**src/rtl/alu_pkg.sv**
```systemverilog
// alu_pkg -- shared types for the alu_pipe block.
//   alu_op_t    : 3-bit operation select (ADD..MUL)
//   alu_state_t : control FSM states (IDLE/BUSY/DONE)
//   op_is_mul() : helper used by the top to route MUL to the iterative path
package alu_pkg;

  localparam int ALU_OP_W = 3;

  typedef enum logic [ALU_OP_W-1:0] {
    OP_ADD = 3'b000,
    OP_SUB = 3'b001,
    OP_AND = 3'b010,
    OP_OR  = 3'b011,
    OP_XOR = 3'b100,
    OP_SLL = 3'b101,
    OP_SRL = 3'b110,
    OP_MUL = 3'b111
  } alu_op_t;

  typedef enum logic [1:0] {
    IDLE = 2'b00,
    BUSY = 2'b01,
    DONE = 2'b10
  } alu_state_t;

  function automatic logic op_is_mul(input alu_op_t op);
    return op == OP_MUL;
  endfunction

endpackage

```
**src/rtl/alu_mul_seq.sv**
```systemverilog
// alu_mul_seq -- unsigned shift-add multiplier, one multiplier bit per cycle.
// Ports:
//   clk, rst      : clock, synchronous active-high reset
//   start         : load operands (bit 0 is folded in on this same edge)
//   a, b          : WIDTH-bit unsigned operands, sampled on start
//   done          : one-cycle pulse; prod is final while it is high
//   prod          : full 2*WIDTH-bit product, held until the next start
// Bit 0 is processed on the start edge and bits 1..WIDTH-1 on the following
// WIDTH-1 edges, so done is seen WIDTH cycles after start.
module alu_mul_seq #(
  parameter int WIDTH = 32
) (
  input  logic               clk,
  input  logic               rst,
  input  logic               start,
  input  logic [WIDTH-1:0]   a,
  input  logic [WIDTH-1:0]   b,
  output logic               done,
  output logic [2*WIDTH-1:0] prod
);

  localparam int CW = $clog2(WIDTH) + 1;

  logic [2*WIDTH-1:0] r_mcand;
  logic [WIDTH-1:0]   r_mplier;
  logic [2*WIDTH-1:0] r_acc;
  logic [CW-1:0]      r_cnt;
  logic               r_busy;
  logic               r_done;

  always_ff @(posedge clk) begin
    if (rst) begin
      r_mcand  <= '0;
      r_mplier <= '0;
      r_acc    <= '0;
      r_cnt    <= '0;
      r_busy   <= 1'b0;
      r_done   <= 1'b0;
    end else if (start) begin
      r_mcand  <= {{WIDTH{1'b0}}, a} << 1;
      r_mplier <= b >> 1;
      r_acc    <= b[0] ? {{WIDTH{1'b0}}, a} : '0;
      r_cnt    <= CW'(1);
      r_busy   <= 1'b1;
      r_done   <= 1'b0;
    end else if (r_busy) begin
      if (r_mplier[0]) r_acc <= r_acc + r_mcand;
      r_mcand  <= r_mcand << 1;
      r_mplier <= r_mplier >> 1;
      r_cnt    <= r_cnt + CW'(1);
      if (r_cnt == CW'(WIDTH - 1)) begin
        r_busy <= 1'b0;
        r_done <= 1'b1;
      end
    end else begin
      r_done <= 1'b0;
    end
  end

  assign done = r_done;
  assign prod = r_acc;

endmodule

```
**src/rtl/alu_pipe.sv**
```systemverilog
// alu_pipe -- single-issue ALU with valid/ready handshake on both sides.
// Ports:
//   clk, rst              : clock, synchronous active-high reset
//   in_valid / in_ready   : request handshake (op, a, b sampled on accept)
//   op                    : alu_op_t operation select
//   a, b                  : WIDTH-bit operands
//   out_valid / out_ready : result handshake
//   result, carry, zero, err : registered result and status, held under
//                              backpressure
// Build option: define ALU_PIPE_MUL_EN to include the iterative multiplier.
// Without it MUL completes in one cycle with result 0, zero 1, err 1 and the
// BUSY state is never entered.
module alu_pipe
  import alu_pkg::*;
#(
  parameter int WIDTH = 32,
  parameter int SHW   = $clog2(WIDTH)
) (
  input  logic             clk,
  input  logic             rst,
  input  logic             in_valid,
  output logic             in_ready,
  input  alu_op_t          op,
  input  logic [WIDTH-1:0] a,
  input  logic [WIDTH-1:0] b,
  output logic             out_valid,
  input  logic             out_ready,
  output logic [WIDTH-1:0] result,
  output logic             carry,
  output logic             zero,
  output logic             err
);

`ifdef ALU_PIPE_MUL_EN
  localparam bit HAS_MUL = 1'b1;
`else
  localparam bit HAS_MUL = 1'b0;
`endif

  alu_state_t         r_state;
  logic [WIDTH-1:0]   r_result;
  logic               r_carry;
  logic               r_zero;
  logic               r_err;

  logic               w_accept;
  logic               w_launch_mul;
  logic [WIDTH:0]     w_sum;
  logic [WIDTH-1:0]   w_res;
  logic               w_carry;
  logic               w_err;
  logic               w_mul_done;
  logic [2*WIDTH-1:0] w_prod;

  // A new request can enter while the current result leaves, which is what
  // gives one-per-cycle throughput for single-cycle ops.
  assign in_ready     = (r_state == IDLE) || ((r_state == DONE) && out_ready);
  assign w_accept     = in_valid && in_ready;
  assign w_launch_mul = w_accept && op_is_mul(op) && HAS_MUL;

  assign w_sum = {1'b0, a} + {1'b0, b};

  // Single-cycle datapath; MUL here only covers the multiplier-less build.
  always_comb begin
    w_res   = '0;
    w_carry = 1'b0;
    w_err   = 1'b0;
    case (op)
      OP_ADD: begin
        w_res   = w_sum[WIDTH-1:0];
        w_carry = w_sum[WIDTH];
      end
      OP_SUB: begin
        w_res   = a - b;
        w_carry = (a < b);
      end
      OP_AND: w_res = a & b;
      OP_OR:  w_res = a | b;
      OP_XOR: w_res = a ^ b;
      OP_SLL: w_res = a << b[SHW-1:0];
      OP_SRL: w_res = a >> b[SHW-1:0];
      OP_MUL: w_err = !HAS_MUL;
      default: w_res = '0;
    endcase
  end

`ifdef ALU_PIPE_MUL_EN
  alu_mul_seq #(
    .WIDTH (WIDTH)
  ) u_mul (
    .clk   (clk),
    .rst   (rst),
    .start (w_launch_mul),
    .a     (a),
    .b     (b),
    .done  (w_mul_done),
    .prod  (w_prod)
  );
`else
  assign w_mul_done = 1'b0;
  assign w_prod     = '0;
`endif

  always_ff @(posedge clk) begin
    if (rst) begin
      r_state  <= IDLE;
      r_result <= '0;
      r_carry  <= 1'b0;
      r_zero   <= 1'b0;
      r_err    <= 1'b0;
    end else if (w_launch_mul) begin
      r_state <= BUSY;
    end else if (w_accept) begin
      r_state  <= DONE;
      r_result <= w_res;
      r_carry  <= w_carry;
      r_zero   <= (w_res == '0);
      r_err    <= w_err;
    end else if (r_state == BUSY) begin
      if (w_mul_done) begin
        r_state  <= DONE;
        r_result <= w_prod[WIDTH-1:0];
        r_carry  <= |w_prod[2*WIDTH-1:WIDTH];
        r_zero   <= (w_prod[WIDTH-1:0] == '0);
        r_err    <= 1'b0;
      end
    end else if ((r_state == DONE) && out_ready) begin
      r_state <= IDLE;
    end
  end

  assign out_valid = (r_state == DONE);
  assign result    = r_result;
  assign carry     = r_carry;
  assign zero      = r_zero;
  assign err       = r_err;

endmodule

```
**config.mk**
```make
export PLATFORM = sky130hd
export DESIGN_NAME = alu_pipe
export DESIGN_NICKNAME = d
export VERILOG_FILES = /design/src/rtl/alu_pkg.sv /design/src/rtl/alu_mul_seq.sv /design/src/rtl/alu_pipe.sv
export SDC_FILE = /design/constraint.sdc
export NUM_CORES = 1
export LEC_CHECK = 0
export CELL_PAD_IN_SITES_DETAIL_PLACEMENT = 0
export CELL_PAD_IN_SITES_GLOBAL_PLACEMENT = 1
export CORE_MARGIN = 8
export CORE_UTILIZATION = 40
export DETAILED_ROUTE_END_ITERATION = 10
export PLACE_DENSITY_LB_ADDON = 0.1
export SYNTH_ARGS = -nofsm -noshare
export SYNTH_HDL_FRONTEND = slang
export SYNTH_SLANG_ARGS = --single-unit
```
**constraint.sdc**
```tcl
create_clock -name clk -period 11.7 [get_ports clk]
set_input_delay 2.34 -clock clk [delete_from_list [all_inputs] [get_ports clk]]
set_output_delay 2.34 -clock clk [all_outputs]
set_load 0.01 [all_outputs]
```
==> flow_summary.json, run 1 <==
{
  "portBuffers": 107,
  "finalMaxSlewViolations": 0,
  "vias": 12300,
  "p_leak_nw": 4.77,
  "cellPowerDensity_nw_per_um2": 74.1,
  "core_um2": 25700,
  "grt.total_usage": 0.313,
  "cts-root-buf": "clkbuf_16",
  "setup_tns_ps": 0,
  "place_inst": 1773,
  "synthesis.area_um2": 10300,
  "min_path_type": "flop to flop",
  "grt_overflow": 0,
  "synthesis.nets": 1599,
  "cts_buffer_depth": 2,
  "htreeDepth": 2,
  "dp_hpwl_um": 39300,
  "start_util": 0.402,
  "worstPathArrival_ps": 7890,
  "drc_errors": 0,
  "synth_edf_count": 0,
  "grt_pass1_wl_um": 75200,
  "cts_made_buffers": 5,
  "ir_drop_mv": 0.115,
  "row_count": 59,
  "synth_ff_type": "dfxtp_1",
  "synthTopCellsByCount": "nor2_1, a21oi_1, ha_1",
  "syn_to_final_growth_pct": 13.4,
  "synthMostInstantiatedCell": "nor2_1",
  "yosys.area.top_type": "ha_1",
  "place_congestion": 1.01,
  "die_x_um": 177,
  "synth.area.mux_share": 0.172,
  "grt_antenna_before_repair": 1,
  "ant_nets": 0,
  "ys_types": 88,
  "drtIter0Drc": 2009,
  "max_slew.worst_pin.slew_ps": 1030,
  "layout.cells.non_filler": 1781,
  "max_freq_ghz": 0.130,
  "worstPathMaxFanout": 38,
  "r2r_slack_ps": 8050,
  "synthArstFlopShare": 0,
  "max_slew_margin": 0.311,
  "setup-violations-final": 0,
  "rr_worst_depth": 11,
  "avgRoutedWirePerCell_um": 28.5,
  "ys_top_cells_by_area": "ha_1, mux4_2, dfxtp_1",
  "cts.reportedPaths.clkPinSlew_ps": 50,
  "syn_inst": 1420,
  "ys_seq_area_frac": 0.0697,
  "postLayoutCellArea_um2": 11700,
  "antenna_cells": 0,
  "worstHoldPathCells": 2,
  "met3_usage": 0.0574,
  "ctsResizeCount": 0,
  "status": "complete, no violations",
  "period_share": 0.655,
  "layout-drive-gt1-share": 0.0851,
  "grtUsageMet1": 0.453,
  "fin_nets": 1624,
  "cp-start-kind": "primary input",
  "cts_tree": "done",
  "boundaryPins": 108,
  "r2r_end": "zero$_SDFFE_PP0P_",
  "r2r_start": "r_state[1]$_SDFFE_PP0P_",
  "post-route-min-period_ps": 7660,
  "wl_um": 50800,
  "ys_warn_count": 0,
  "dr.pass1.iters": 8,
  "cp.required_ps": 11920,
  "hold_violations": 0,
  "syn_avg_cell_area_um2": 7.28,
  "rsz0062_at_grt": "false",
  "crit_path_end_kind": "flop",
  "dieArea_um2": 31200,
  "synthSimpleGateAreaFrac": 0.209,
  "worstSetupPathType": "primary input to flop",
  "clk_latency_ps": 280,
  "hold_end": "err$_SDFFE_PP0P_",
  "grt_use_met2": 0.455,
  "skew_ps": 2.02,
  "placed_area_um2": 11600,
  "min_from": "err$_SDFFE_PP0P_",
  "clkSinkCount": 36,
  "max_cap_violations": 0,
  "synth_compound_area_frac": 0.329,
  "vias_per_cell": 6.91,
  "grt_start_max_net_pins": 63,
  "busiest_layer": "met2",
  "synth_top_area_share": 0.128,
  "ys_ff_latch": 36,
  "synthXorXnorAreaFrac": 0.00763,
  "hold_buffers": 0,
  "synth_top_family_by_area": "compound AO/OA/AOI/OAI gates",
  "synthAdderAreaFrac": 0.132,
  "die_h_um": 177,
  "first_global_vias": 11200,
  "postCtsSetupBuffers": 0
}
[flip-flops by register name, indices dropped and copies added, names as in the netlist]
signal	flops
result	32
carry	1
err	1
r_state	1
zero	1
[final cells by class]
class                   instances  area [um^2]
repair buffers                129         1220
clock buffers                   6          129
clock inverters                 2         35.0
flip-flops and latches         36          721
well taps                     335          419
multi-input cells            1175         8830
fillers                      2665        14000
inverters                      98          368
[per-stage QoR]
| step | total power [mW] | setup WS, ps | hold WS, ps | util |
|---|---|---|---|---|
| after floorplan | 0.485 | 5190 | 476 | - |
| after global placement | 0.701 | 3910 | 443 | 0.450 |
| after detailed placement | 0.699 | 4010 | 450 | 0.450 |
| after CTS | 0.851 | 4260 | 459 | 0.456 |
| after global routing | 0.907 | 3880 | 478 | 0.456 |
| final | 0.869 | 4040 | 455 | 0.456 |
[worst max-delay path, cell delays in order]
cell and delay, ps:
buf_4 420, clkinv_1 620, ha_1 590, a21o_1 210, nand4_1 230, a2111oi_1 760
nor4_1 230, o31ai_1 780, o21bai_1 280, o211ai_1 280, mux2i_1 270, o211ai_1 150
a311oi_1 470, a41o_1 230
[placed cells by master, fill, tap and decap left out, types with 15 or more instances in the layout]
cell             instances
nor2b_1                 17
clkdlybuf4s50_1        103
o31ai_1                 17
nand2_1                105
a211oi_1                47
nor3_1                  25
mux2i_1                 51
ha_1                   106
dfxtp_1                 36
buf_4                   24
nand3_1                 19
nand2b_1                24
mux2_2                  15
o211ai_1                28
o21ai_0                 70
mux4_2                  49
a21oi_1                138
a21o_1                  17
inv_1                   94
nor2_1                 162
[worst max path at each step]
stage | startpoint | to | depth (start not counted)
floorplan | b[3] | zero$_SDFFE_PP0P_ | 18
global placement | b[1] | zero$_SDFFE_PP0P_ | 14
detailed placement | b[1] | result[31]$_SDFFE_PP0P_ | 14
CTS | b[1] | zero$_SDFFE_PP0P_ | 14
global route | b[1] | zero$_SDFFE_PP0P_ | 14
finish | b[1] | zero$_SDFFE_PP0P_ | 14
[cells by family after synthesis]
family / count (synthesis)
xor gates and xnor gates: 9
DFF: 36
AOI/OAI and AO/OA: 496
adders and majority gates: 108
muxes: 115
and+or+nand+nor: 447
buffers and inverters: 209
[report_power, final]
part           switching [mW]  internal, mW  leakage [nW]
registers             0.00571         0.134         0.298
clock network          0.0488         0.100        0.0808
logic                   0.371         0.209          4.39
[metal layers]
layer,wire length [um],vias up
li1,-,5409
met1,21800,5878
met2,21100,895
met3,6030,126
met4,1830,2
met5,15,-
Power figures use the tool's default switching activity.
==> run 2, diff against run 1 <==
==> constraint.sdc (replaced) <==
create_clock -name clk -period 7.66 [get_ports clk]
set_input_delay 1.532 -clock clk [delete_from_list [all_inputs] [get_ports clk]]
set_output_delay 1.532 -clock clk [all_outputs]
set_load 0.01 [all_outputs]
==> flow_summary.json, run 2 (same netlist as run 1, synthesis figures left out) <==
{
  "status": "complete, no violations",
  "grt_pass1_wl_um": 77200,
  "dieArea_um2": 31200,
  "max_freq_ghz": 0.140,
  "cp.required_ps": 7890,
  "post-place-ws_ps": 577,
  "start_util": 0.402,
  "fin_nets": 1635,
  "hold_buffers": 0,
  "crit_path_end_kind": "flop",
  "portBuffers": 107,
  "die_h_um": 177,
  "min_path_type": "flop to flop",
  "worstPathMaxFanout": 16,
  "place_congestion": 1.02,
  "dp_hpwl_um": 41200,
  "largest_register_ffs": 32,
  "grt.total_usage": 0.323,
  "max_slew.worst_pin.slew_ps": 1170,
  "drc_errors": 0,
  "clk_latency_ps": 280,
  "row_count": 59,
  "grt_overflow": 0,
  "vias": 12400,
  "worstSetupPathType": "primary input to flop",
  "htreeDepth": 2,
  "cp-start-kind": "primary input",
  "setup_ws_ps": 535,
  "core_um2": 25700,
  "setup-violations-final": 0,
  "post-route-min-period_ps": 7120,
  "avgRoutedWirePerCell_um": 29.3,
  "cts_made_buffers": 5,
  "first_global_vias": 11300,
  "cp-endpoint": "zero$_SDFFE_PP0P_",
  "p_leak_nw": 4.81,
  "r2r_slack_ps": 4410,
  "hold_violations": 0,
  "max_slew_margin": 0.203,
  "setup_tns_ps": 0,
  "dr.pass1.iters": 9,
  "ir_drop_mv": 0.154,
  "syn_to_final_growth_pct": 14.0,
  "die_x_um": 177,
  "cts_buffer_depth": 2,
  "rr_worst_depth": 11,
  "clkSinkCount": 36,
  "mostFrequentLayoutCells": "nor2_1, a21oi_1, ha_1, nand2_1, clkdlybuf4s50_1",
  "cts.reportedPaths.clkPinSlew_ps": 60,
  "r2r_start": "r_state[1]$_SDFFE_PP0P_",
  "postCtsSetupBuffers": 0,
  "antenna_cells": 0,
  "worstPathArrival_ps": 7350,
  "finalMaxSlewViolations": 0,
  "skew_ps": 3.80,
  "layout-drive-gt1-share": 0.0927,
  "boundaryPins": 108,
  "layout_commonest_cell": "nor2_1",
  "rsz0062_at_grt": "false",
  "cts_tree": "done",
  "crit_start": "a[6]",
  "max_cap_violations": 0,
  "min_from": "result[10]$_SDFFE_PP0P_",
  "r2r_end": "zero$_SDFFE_PP0P_",
  "cts-root-buf": "clkbuf_16",
  "grt_antenna_before_repair": 1,
  "wl_um": 52500,
  "ctsResizeCount": 0,
  "ant_nets": 0,
  "vias_per_cell": 6.90,
  "grt_start_max_net_pins": 63,
  "drtIter0Drc": 1737,
  "cellPowerDensity_nw_per_um2": 112,
  "period_share": 0.930
}
[run 2: final cells by class]
cell class	instances	area [um^2]
Clock inverter	2	10.0
Timing Repair Buffer	140	1300
Clock buffer	6	139
Tap cell	335	419
Multi-Input combinational cell	1175	8830
Inverter	98	368
Fill cell	2688	13900
Sequential cell	36	721
[run 2: per-layer routing]
layer	part of all wire	GRT usage
met1	0.43	0.456
met4	0.040	0.114
met3	0.11	0.0719
met5	0.00025	0
met2	0.42	0.474
[run 2: worst max-delay path, stage by stage]
cell and delay (ps):
clkdlybuf4s50_1 690, inv_1 130, ha_1 620, nor2b_1 200, a2111oi_0 780, a211oi_1 230
a2111oi_0 1010, buf_4 250, nor2_1 120, a221oi_1 350, xor2_1 110, a211oi_1 630
nand3_1 160, nor4_1 320, a41o_1 210
[run 2: worst min path at each step]
stage	endpoint	slack (ps)	cells past startpoint
after floorplan	err$_SDFFE_PP0P_	480	2
after global placement	err$_SDFFE_PP0P_	440	2
after detailed placement	result[10]$_SDFFE_PP0P_	450	2
after CTS	result[10]$_SDFFE_PP0P_	460	2
after global routing	result[2]$_SDFFE_PP0P_	470	2
final	result[10]$_SDFFE_PP0P_	460	2
[run 2: metrics by stage]
stage	area (um^2)	power, mW	util	hold WS (ps)	cells
final	11800	1.32	0.459	455	1792
after global placement	11600	1.09	0.453	444	1784
after detailed placement	11600	1.08	0.453	449	1784
after global routing	11800	1.38	0.459	472	1792
after floorplan	10300	0.740	-	476	1420
after CTS	11800	1.29	0.459	457	1792
[run 2: where the power goes]
| part | switching (mW) | internal [mW] | total [mW] | leakage [nW] |
|---|---|---|---|---|
| clock network | 0.0768 | 0.128 | 0.205 | 0.0766 |
| registers | 0.00795 | 0.204 | 0.212 | 0.298 |
| logic | 0.579 | 0.324 | 0.903 | 4.44 |
